===== config.mk =====
export PLATFORM = sky130hd
export DESIGN_NAME = addressed_fifo
export DESIGN_NICKNAME = d
export VERILOG_FILES = /design/src/rtl/addressed_fifo.sv
export SDC_FILE = /design/constraint.sdc
export NUM_CORES = 1
export LEC_CHECK = 0
export CORE_MARGIN = 2
export CORE_UTILIZATION = 50
export CTS_CLUSTER_SIZE = 10
export DETAILED_ROUTE_END_ITERATION = 7
export GPL_TIMING_DRIVEN = 0
export PLACE_DENSITY_LB_ADDON = 0.05
export SETUP_SLACK_MARGIN = 0.05
export SYNTH_ARGS = -nofsm -noshare
export SYNTH_HDL_FRONTEND = slang
export SYNTH_SLANG_ARGS = --single-unit
export TNS_END_PERCENT = 10

===== constraint.sdc =====
create_clock -name clk -period 6.4 [get_ports clk]
set_input_delay 0.64 -clock clk [delete_from_list [all_inputs] [get_ports clk]]
set_output_delay 0.64 -clock clk [all_outputs]
set_load 0.005 [all_outputs]

===== src/rtl/addressed_fifo.sv =====
// addressed_fifo: storage element behind the UART TX/RX buffer addresses.
// Each push/pop strobe from the address decoder moves exactly one word.
// Read data is registered (one-cycle pop latency); occupancy is tracked in a
// dedicated counter, and overflow/underflow are sticky until cleared.
module addressed_fifo #(
   parameter int data_width = 8,
   parameter int depth      = 16
) (
   input  logic                      clk,
   input  logic                      reset,
   input  logic                      write_enable,
   input  logic [data_width-1:0]     write_data,
   input  logic                      read_enable,
   output logic [data_width-1:0]     read_data,
   output logic                      read_valid,
   output logic                      full,
   output logic                      empty,
   output logic [$clog2(depth):0]    count,
   output logic                      overflow,
   output logic                      underflow,
   input  logic                      clear_errors
);

   localparam int PTR_W = $clog2(depth);
   localparam int CNT_W = PTR_W + 1;
   localparam logic [CNT_W-1:0] DEPTH_CNT = CNT_W'(depth);

   // Storage array; contents are intentionally not reset.
   logic [data_width-1:0] mem_q [depth];

   logic [PTR_W-1:0]      wr_ptr_q, wr_ptr_d;
   logic [PTR_W-1:0]      rd_ptr_q, rd_ptr_d;
   logic [CNT_W-1:0]      count_q, count_d;
   logic [data_width-1:0] read_data_q, read_data_d;
   logic                  read_valid_q, read_valid_d;
   logic                  overflow_q, overflow_d;
   logic                  underflow_q, underflow_d;

   logic                  full_w;
   logic                  empty_w;
   logic                  pop_acc;
   logic                  push_acc;
   logic                  ovf_set;
   logic                  udf_set;

   // Status flags and accept decisions, all from the pre-edge occupancy.
   always_comb begin
      full_w   = (count_q == DEPTH_CNT);
      empty_w  = (count_q == '0);
      // A same-cycle push never makes an empty FIFO poppable.
      pop_acc  = read_enable & ~empty_w;
      // When full, a simultaneous accepted pop frees the slot being written.
      push_acc = write_enable & (~full_w | pop_acc);
      ovf_set  = write_enable & full_w & ~pop_acc;
      udf_set  = read_enable & empty_w;
   end

   // Next-state for pointers, occupancy, read port and sticky errors.
   always_comb begin
      wr_ptr_d     = wr_ptr_q;
      rd_ptr_d     = rd_ptr_q;
      count_d      = count_q;
      read_data_d  = read_data_q;
      read_valid_d = 1'b0;
      overflow_d   = overflow_q;
      underflow_d  = underflow_q;

      // Pointers are exactly PTR_W bits wide, so depth-1 wraps to 0 for free.
      if (push_acc) begin
         wr_ptr_d = wr_ptr_q + 1'b1;
      end

      if (pop_acc) begin
         rd_ptr_d     = rd_ptr_q + 1'b1;
         read_data_d  = mem_q[rd_ptr_q];
         read_valid_d = 1'b1;
      end

      case ({push_acc, pop_acc})
         2'b10:   count_d = count_q + 1'b1;
         2'b01:   count_d = count_q - 1'b1;
         default: count_d = count_q;
      endcase

      // Set has priority over clear so an error in the clearing cycle is kept.
      if (ovf_set) begin
         overflow_d = 1'b1;
      end else if (clear_errors) begin
         overflow_d = 1'b0;
      end

      if (udf_set) begin
         underflow_d = 1'b1;
      end else if (clear_errors) begin
         underflow_d = 1'b0;
      end
   end

   // Control and read-port registers; synchronous reset overrides everything.
   always_ff @(posedge clk) begin
      if (reset) begin
         wr_ptr_q     <= '0;
         rd_ptr_q     <= '0;
         count_q      <= '0;
         read_data_q  <= '0;
         read_valid_q <= 1'b0;
         overflow_q   <= 1'b0;
         underflow_q  <= 1'b0;
      end else begin
         wr_ptr_q     <= wr_ptr_d;
         rd_ptr_q     <= rd_ptr_d;
         count_q      <= count_d;
         read_data_q  <= read_data_d;
         read_valid_q <= read_valid_d;
         overflow_q   <= overflow_d;
         underflow_q  <= underflow_d;
      end
   end

   // Array write; gated by reset so a push in the reset cycle is discarded.
   always_ff @(posedge clk) begin
      if (!reset && push_acc) begin
         mem_q[wr_ptr_q] <= write_data;
      end
   end

   assign read_data  = read_data_q;
   assign read_valid = read_valid_q;
   assign full       = full_w;
   assign empty      = empty_w;
   assign count      = count_q;
   assign overflow   = overflow_q;
   assign underflow  = underflow_q;

endmodule


After elaboration in Yosys (flattened, before gate mapping)
Memory sizes are Yosys's and may differ from the RTL's. A register that Yosys moved wholly into a read port is not among the register bits. Index checks and enable logic that the tools add are counted.

Input bits: 13. Output and inout port bits: 18. Memory bits (writable): 128. Memories: 1. Word-level logic and storage cells: 36. Flip-flop bits (word level): 16.

Eq/ne operators: 3. Muxes and demuxes: 7. $add $sub $neg: 4. Reductions and logical operators: 6. Bitwise gates (word level): 9.

Memory list: mem_q (depth 16, width 8, read ports 1, clocked after memory_dff 1, write ports 1, line 29) `logic [data_width-1:0] mem_q [depth];`.

Operator list (count): 5-bit case mux with 2 select lines (1); 4-bit by 1-bit adder with 4-bit output (second input constant) (2); 1-bit two-way mux (6); 2-bit nonzero test (3); 5-bit by 1-bit adder with 5-bit output (second input constant) (1); 1-bit bitwise AND (5); 5-bit equality test (second input constant) (1); 5-bit logical NOT (1); 5-bit by 1-bit subtractor with 5-bit output (second input constant) (1); 1-bit NOT (3); 2-bit by 1-bit equality test with 1-bit output (second input constant) (1); 2-bit equality test (second input constant) (1); 1-bit logical AND (1); 1-bit logical NOT (1); 1-bit OR (1).

Logic depth before layout (Yosys ltp)
Gate-level depths: netlist of run 1.

Depth after elaboration: 8. Depth in mapped cells: 9. Depth with buffers taken out: 8.

Least setup slack after synthesis of run 1
OpenSTA, ideal clock, no wires.

Path kind: flip-flop to flip-flop. Start point: reg count_q[1], in the netlist count[1]. End point: reg count_q[4], in the netlist count[4]. Stages on the path, launching flop included: 10. Library setup time: 0.123 ns. Clock period less this slack: 2.701 ns. Slack: 3.699 ns. Required time: 6.277 ns. Path buffers: 1. Arrival: 2.578 ns. Cell sequence: dfxtp_1 buf_6 nor4_1 a21oi_1 xor2_1 ha_1 o31a_2 a2111oi_0 a311oi_1 mux2_1.

Cells in the longest elaborated chain, start to end: 7. Elaborated cells between the ends (all ways): 13.

RTL lines: start, declared (line 33) `logic [CNT_W-1:0] count_q, count_d;`; start signal, assigned (line 112) `count_q <= count_d;`; 5-bit logical NOT (line 49) `empty_w = (count_q == '0);`; 1-bit NOT (line 51) `pop_acc = read_enable & ~empty_w;`; 1-bit bitwise AND (line 51); 1-bit OR (line 53) `push_acc = write_enable & (~full_w | pop_acc);`; 1-bit bitwise AND (line 53); 2-bit by 1-bit equality test with 1-bit output / 2-bit equality test (equally long branches) (line 79) `case ({push_acc, pop_acc})`; 5-bit case mux with 2 select lines / 2-bit nonzero test (equally long branches).

Parallel ways exist; a longest one is shown, timed or not. A chain may end at the register's enable or synchronous reset.

Final worst setup path of run 1
Start point: in read_enable. End point: reg count_q[4], in the netlist count[4].

Cells in the longest elaborated chain, start to end: 5. Elaborated cells between the ends (all ways): 7.

RTL lines: start, declared (line 13) `input logic read_enable,`; 1-bit bitwise AND (*) (line 51); 1-bit OR (line 53); 1-bit bitwise AND (line 53); 2-bit by 1-bit equality test with 1-bit output / 2-bit equality test (equally long branches) (line 79); 5-bit case mux with 2 select lines / 2-bit nonzero test (equally long branches).

Every way passes the cells marked *; elsewhere a longest branch is shown, timed or not.

==> results.cfg, run 1 <==
[clock_network]
ctsResizeCount = 0
cts_made_buffers = 17
h-tree-depth = 4
cts-root-buf = clkbuf_16
tritoncts = done
cts_setup_buffers = 0
cts_max_path_buffers = 2
ctsHoldBuffers = 0
clkLatencyLatePin_ns = 0.41
cts_sinks = 152
clk_pin_slew_ns = 0.06

[placed_design]
place_area_um2 = 6640
hpwl_um = 7870
gp_congestion = 0.812
dp_cells = 522
portBuffers = 30

[final_layout]
drive_gt1_frac = 0.189
most-common-layout-cells = edfxtp_1 (128), nor2_1 (33), mux4_2 (32)
fin_area_um2 = 7210
area_growth_pct = 17.1
num-nets-final = 414
fill_cells = 923
n_antenna_cell = 0
instances_no_fill = 554
final_common_cell = edfxtp_1

[detailed_routing]
viasPerCell = 5.70
drc = 0
routed_wl_um = 12000
drt_pre_antenna_iters = 4
drtAntennaViolNets = 0
vias = 3157
wl_per_cell_um = 21.7
drt_iter0_markers = 304

[power]
vdd_drop_max_mv = 0.221
power_uw = 2730
power.density_nw_per_um2 = 379
p_leak_uw = 0.00231

[worst_setup_path]
start_kind = primary input
worstSetupEndpointType = flip-flop
critical_path.max_stage_delay_ns = 0.66
reg2regPathDepth = 9
worst-path-buf-inv = 1
path_delay_family = compound AO/OA/AOI/OAI gates
cp_data_required_time_ns = 6.70
cp_cell_sequence = clkdlybuf4s50_1 -> nand2b_1 -> a21oi_1 -> xor2_1 -> ha_1 -> o31a_2 -> a2111oi_0 -> a311oi_1 -> mux2_1
worst-setup-path-type = in -> reg
crit_path_top_delay_cell = clkdlybuf4s50_1
crit_cells = 9
crit_path_max_fanout = 8
worstPathArrival_ns = 3.37

[floorplan]
coreArea_um2 = 12000
rows = 40
die_area_um2 = 13200
ios = 31
die_h_um = 115
start_util = 0.512
die_w_um = 115

[global_route]
overflow = 0
antenna_found_initial = 0
grt_usage = 0.198
grt_max_degree = 17
grt_pass1_vias = 3175
grt_pass1_wl_um = 18200

[sta]
rsz0062_at_grt = false
hold_viol = 0
fmax_mhz = 326
slew_violations = 0
fin_crit_ns = 3.06
finalCritPeriodShare = 0.479
skew_ns = 0.00726
worst_pin_slew_ns = 1.02
relSlewSlack = 0.320
finalSetupViolCount = 0
fin_setup_tns_ns = 0

[yosys]
synth_top_area_share = 0.625
synth-main-ff-cell = edfxtp_1
synthCells = 345
synth_area_leader_cell = edfxtp_1
async_reset_ff_frac = 0
yosys_warnings = 0
seq_area_frac_synth = 0.703
synth_edf_count = 128
synth_area_per_cell_um2 = 17.8
yosysUniqueCellTypes = 44
netlist_area_um2 = 6150
synth-seq-cells = 152
syn_nets = 365
synthTopCellsByArea = edfxtp_1 (62%), mux4_2 (12%), dfxtp_1 (7.8%), mux2i_1 (3.3%), nor2_1 (2.0%)

[status]
status = finished, final reports clean

[hold_path]
hold_depth = 2
hold_class = reg -> reg

[run]
timing.max_cap.violations = 0
-- Yosys cell counts, types with 2 or more instances --
library cell / number
nand3b_1: 11
clkbuf_1: 6
o21ai_0: 4
mux2i_1: 20
inv_1: 4
a21oi_1: 7
o211ai_1: 3
buf_2: 5
o221ai_1: 8
a2111oi_0: 2
nor3b_1: 2
buf_6: 2
a311oi_1: 2
or3_1: 5
nand2_1: 5
nor2b_1: 4
nand2b_1: 3
dfxtp_1: 24
ha_1: 7
xor2_1: 4
edfxtp_1: 128
mux4_2: 32
nor2_1: 33
buf_4: 4
-- cells by family (layout without fill, tap and decap cells) --
group	count (synthesis)	count (layout)	synth area share
mux	55	55	0.157
compound gates	32	32	0.0380
simple gates	71	71	0.0604
xor+xnor	5	5	0.00712
fa+ha+maj	7	7	0.0142
flops	152	152	0.703
buf+inv	23	85	0.0205
-- worst min-delay path, cell delays in order, from the launching register on --
cell and delay, ns:
dfxtp_1 0.32, o21ai_0 0.07, a21oi_1 0.06
-- path summary, 6_finish.rpt --
path | from | slack (ns) | to
min reg2reg | rd_ptr_q[3]$_SDFFE_PP0N_ | 0.49 | rd_ptr_q[3]$_SDFFE_PP0N_
max reg2reg | count[1]$_SDFFE_PP0P_ | 3.36 | count[4]$_SDFFE_PP0P_
max | read_enable | 3.34 | count[4]$_SDFFE_PP0P_
min | rd_ptr_q[3]$_SDFFE_PP0N_ | 0.49 | rd_ptr_q[3]$_SDFFE_PP0N_
-- power breakdown --
group	internal [uW]	total [uW]	switching, uW	leakage [uW]
logic	308	597	289	0.000684
registers	1130	1170	43.7	0.00135
clock network	601	961	359	0.000276
-- registers in the layout, indices dropped and copies added, names as in the netlist --
register    flops
wr_ptr_q        4
count           5
read_valid      1
rd_ptr_q        4
mem_q         128
underflow       1
overflow        1
read_data       8
-- per-layer routing --
layer  track usage  up-vias  wire [um]
met2         0.325       79       6100
met4        0.0755        0        175
li1              -     1479          -
met3        0.0517       10        606
met5             0        -          0
met1         0.256     1589       5130
-- through the flow --
stage / hold slack, ns / worst slack [ns] / utilization
after CTS: 0.497 / 3.36 / 0.600
final: 0.495 / 3.34 / 0.600
after floorplan: 0.462 / 3.70 / -
after global routing: 0.541 / 3.13 / 0.600
after global placement: 0.470 / 2.97 / 0.553
after detailed placement: 0.489 / 2.93 / 0.553
-- area by class of cell --
| cell class | instances | area, um^2 | share of cell area |
|---|---|---|---|
| flip-flops and latches | 152 | 4320 | 0.600 |
| multi-input cells | 170 | 1700 | 0.236 |
| clock buffers | 19 | 433 | 0.0601 |
| repair buffers | 30 | 300 | 0.0417 |
| well taps | 147 | 184 | 0.0255 |
| clock inverters | 13 | 135 | 0.0188 |
| plain buffers | 19 | 111 | 0.0155 |
| inverters | 4 | 15.0 | 0.00208 |
(Power assumes the default switching activity.)
==> run 2, diff against run 1 <==
clock period = 2.9 ns   (was 6.4 ns; I/O delays follow)
==> run 2 against run 1 <==
Via count grew 0.19%. Clock power grew 120%. Final cell count is the same. Die area is the same. Count of clock-buffer cells in the layout is the same. Non-clock buffer count is the same. Critical path depth is the same. Register-to-register slack lost 3.1 ns. First-iteration DRC count grew 2.0%. Combinational power grew 120%. Critical endpoint unchanged.
==> results.cfg, run 2 (same netlist as run 1, synthesis figures left out) <==
[placed_design]
portBuffers = 30
pre_cts_ws_ns = -0.217
gp_congestion = 0.812
hpwl_um = 7870
place_area_um2 = 6640

[detailed_routing]
drtAntennaViolNets = 0
vias = 3163
top_layer = met4
drc = 0
m1WireLength_um = 5260
wl_met3_um = 531
drt_pre_antenna_iters = 4
routed_wl_um = 12000
wl_per_cell_um = 21.7
routed-wl-met2_um = 6040
viasPerCell = 5.71
drt_iter0_markers = 310

[sta]
slew_violations = 0
fin_hold_ws_ns = 0.499
finalCritPeriodShare = 0.923
fmax_mhz = 374
fin_crit_ns = 2.68
skew_ns = 0.00625
hold_viol = 0
relSlewSlack = 0.321
finalWorstSetupSlack_ns = 0.223
worst_pin_slew_ns = 1.02
finalSetupViolCount = 0
rsz0062_at_grt = false

[hold_path]
hold_depth = 2
hold_class = reg -> reg

[power]
clkPwrFrac = 0.351
power.density_nw_per_um2 = 838
p_sw_uw = 1540
combPwrFrac = 0.221
power_frac_seq = 0.428
vdd_drop_max_mv = 0.487
intPower_uw = 4510
swShare = 0.255
p_leak_uw = 0.00231

[global_route]
grt_max_degree = 17
grt_usage = 0.198
overflow = 0
grt_pass1_vias = 3175
grt_pass1_wl_um = 18200
antenna_found_initial = 0

[worst_setup_path]
crit_path_max_fanout = 8
cp_data_required_time_ns = 3.20
worstPathArrival_ns = 2.98
start_kind = primary input
worst-setup-path-type = in -> reg
worstSetupEndpointType = flip-flop
reg2regPathDepth = 9

[clock_network]
h-tree-depth = 4
clkLatencyLatePin_ns = 0.42
cts_sinks = 152
cts_max_path_buffers = 2
ctsHoldBuffers = 0
clk_pin_slew_ns = 0.06
cts_made_buffers = 17
tritoncts = done
cts-root-buf = clkbuf_16

[final_layout]
area_growth_pct = 17.4
drive_gt1_frac = 0.192
largest_register_ffs = 128
n_antenna_cell = 0
most-common-layout-cells = edfxtp_1 (128), nor2_1 (33), mux4_2 (32)
fin_area_um2 = 7220
utilization = 0.601
final_common_cell = edfxtp_1
largest-register = mem_q
num-nets-final = 414

[floorplan]
die_h_um = 115
start_util = 0.512
rows = 40
die_area_um2 = 13200
coreArea_um2 = 12000
die_w_um = 115
ios = 31

[run]
timing.max_cap.violations = 0

[status]
status = finished, final reports clean
run 2: repair_timing:
action                                  CTS  global route
endpoints found under the setup margin    1             1
resized for setup                         1             2
gates cloned                              0             0
setup buffers                             0             0
run 2: critical path: stages:
cell	delay, ns
clkdlybuf4s50_1	0.66
nand2b_1	0.15
a21oi_1	0.41
xor2_1	0.13
ha_1	0.27
o31a_2	0.30
a2111oi_1	0.35
a311oi_1	0.10
mux2_1	0.32
run 2: path summary, 6_finish.rpt:
check	startpoint	endpoint	slack, ns
setup reg to reg	count[1]$_SDFFE_PP0P_	count[4]$_SDFFE_PP0P_	0.23
setup / recovery	read_enable	count[4]$_SDFFE_PP0P_	0.22
hold / removal	rd_ptr_q[3]$_SDFFE_PP0N_	rd_ptr_q[3]$_SDFFE_PP0N_	0.50
hold reg to reg	rd_ptr_q[3]$_SDFFE_PP0N_	rd_ptr_q[3]$_SDFFE_PP0N_	0.50
run 2: area by class of cell:
cell class,instances,area [um^2]
sequential,152,4320
fill,921,4790
tap,147,184
buffer,19,111
clock buffer,19,433
timing repair buffer,30,300
multi-input combinational,170,1720
inverter,4,15.0
clock inverter,13,135
run 2: metal layers:
metal,vias to the layer above,track usage
met3,15,0.0517
met5,-,0
met2,78,0.325
met1,1594,0.256
met4,0,0.0755
li1,1476,-
run 2: power by group through the flow:
stage | logic (uW) | clock network (uW) | registers (uW)
3_5_place_dp | 1330 | 0 | 2630
2_1_floorplan | 867 | 0 | 2610
6_report | 1340 | 2120 | 2590
5_1_grt | 1450 | 2240 | 2610
3_3_place_gp | 1310 | 0 | 2630
4_1_cts | 1340 | 2150 | 2590
run 2: stage by stage:
| step | setup TNS (ns) | total power [uW] | instances |
|---|---|---|---|
| final | 0 | 6050 | 554 |
| after global routing | 0 | 6300 | 554 |
| after CTS | 0 | 6080 | 554 |
| after detailed placement | -0.217 | 3950 | 522 |
| after global placement | -0.184 | 3940 | 522 |
| after floorplan | 0 | 3480 | 345 |
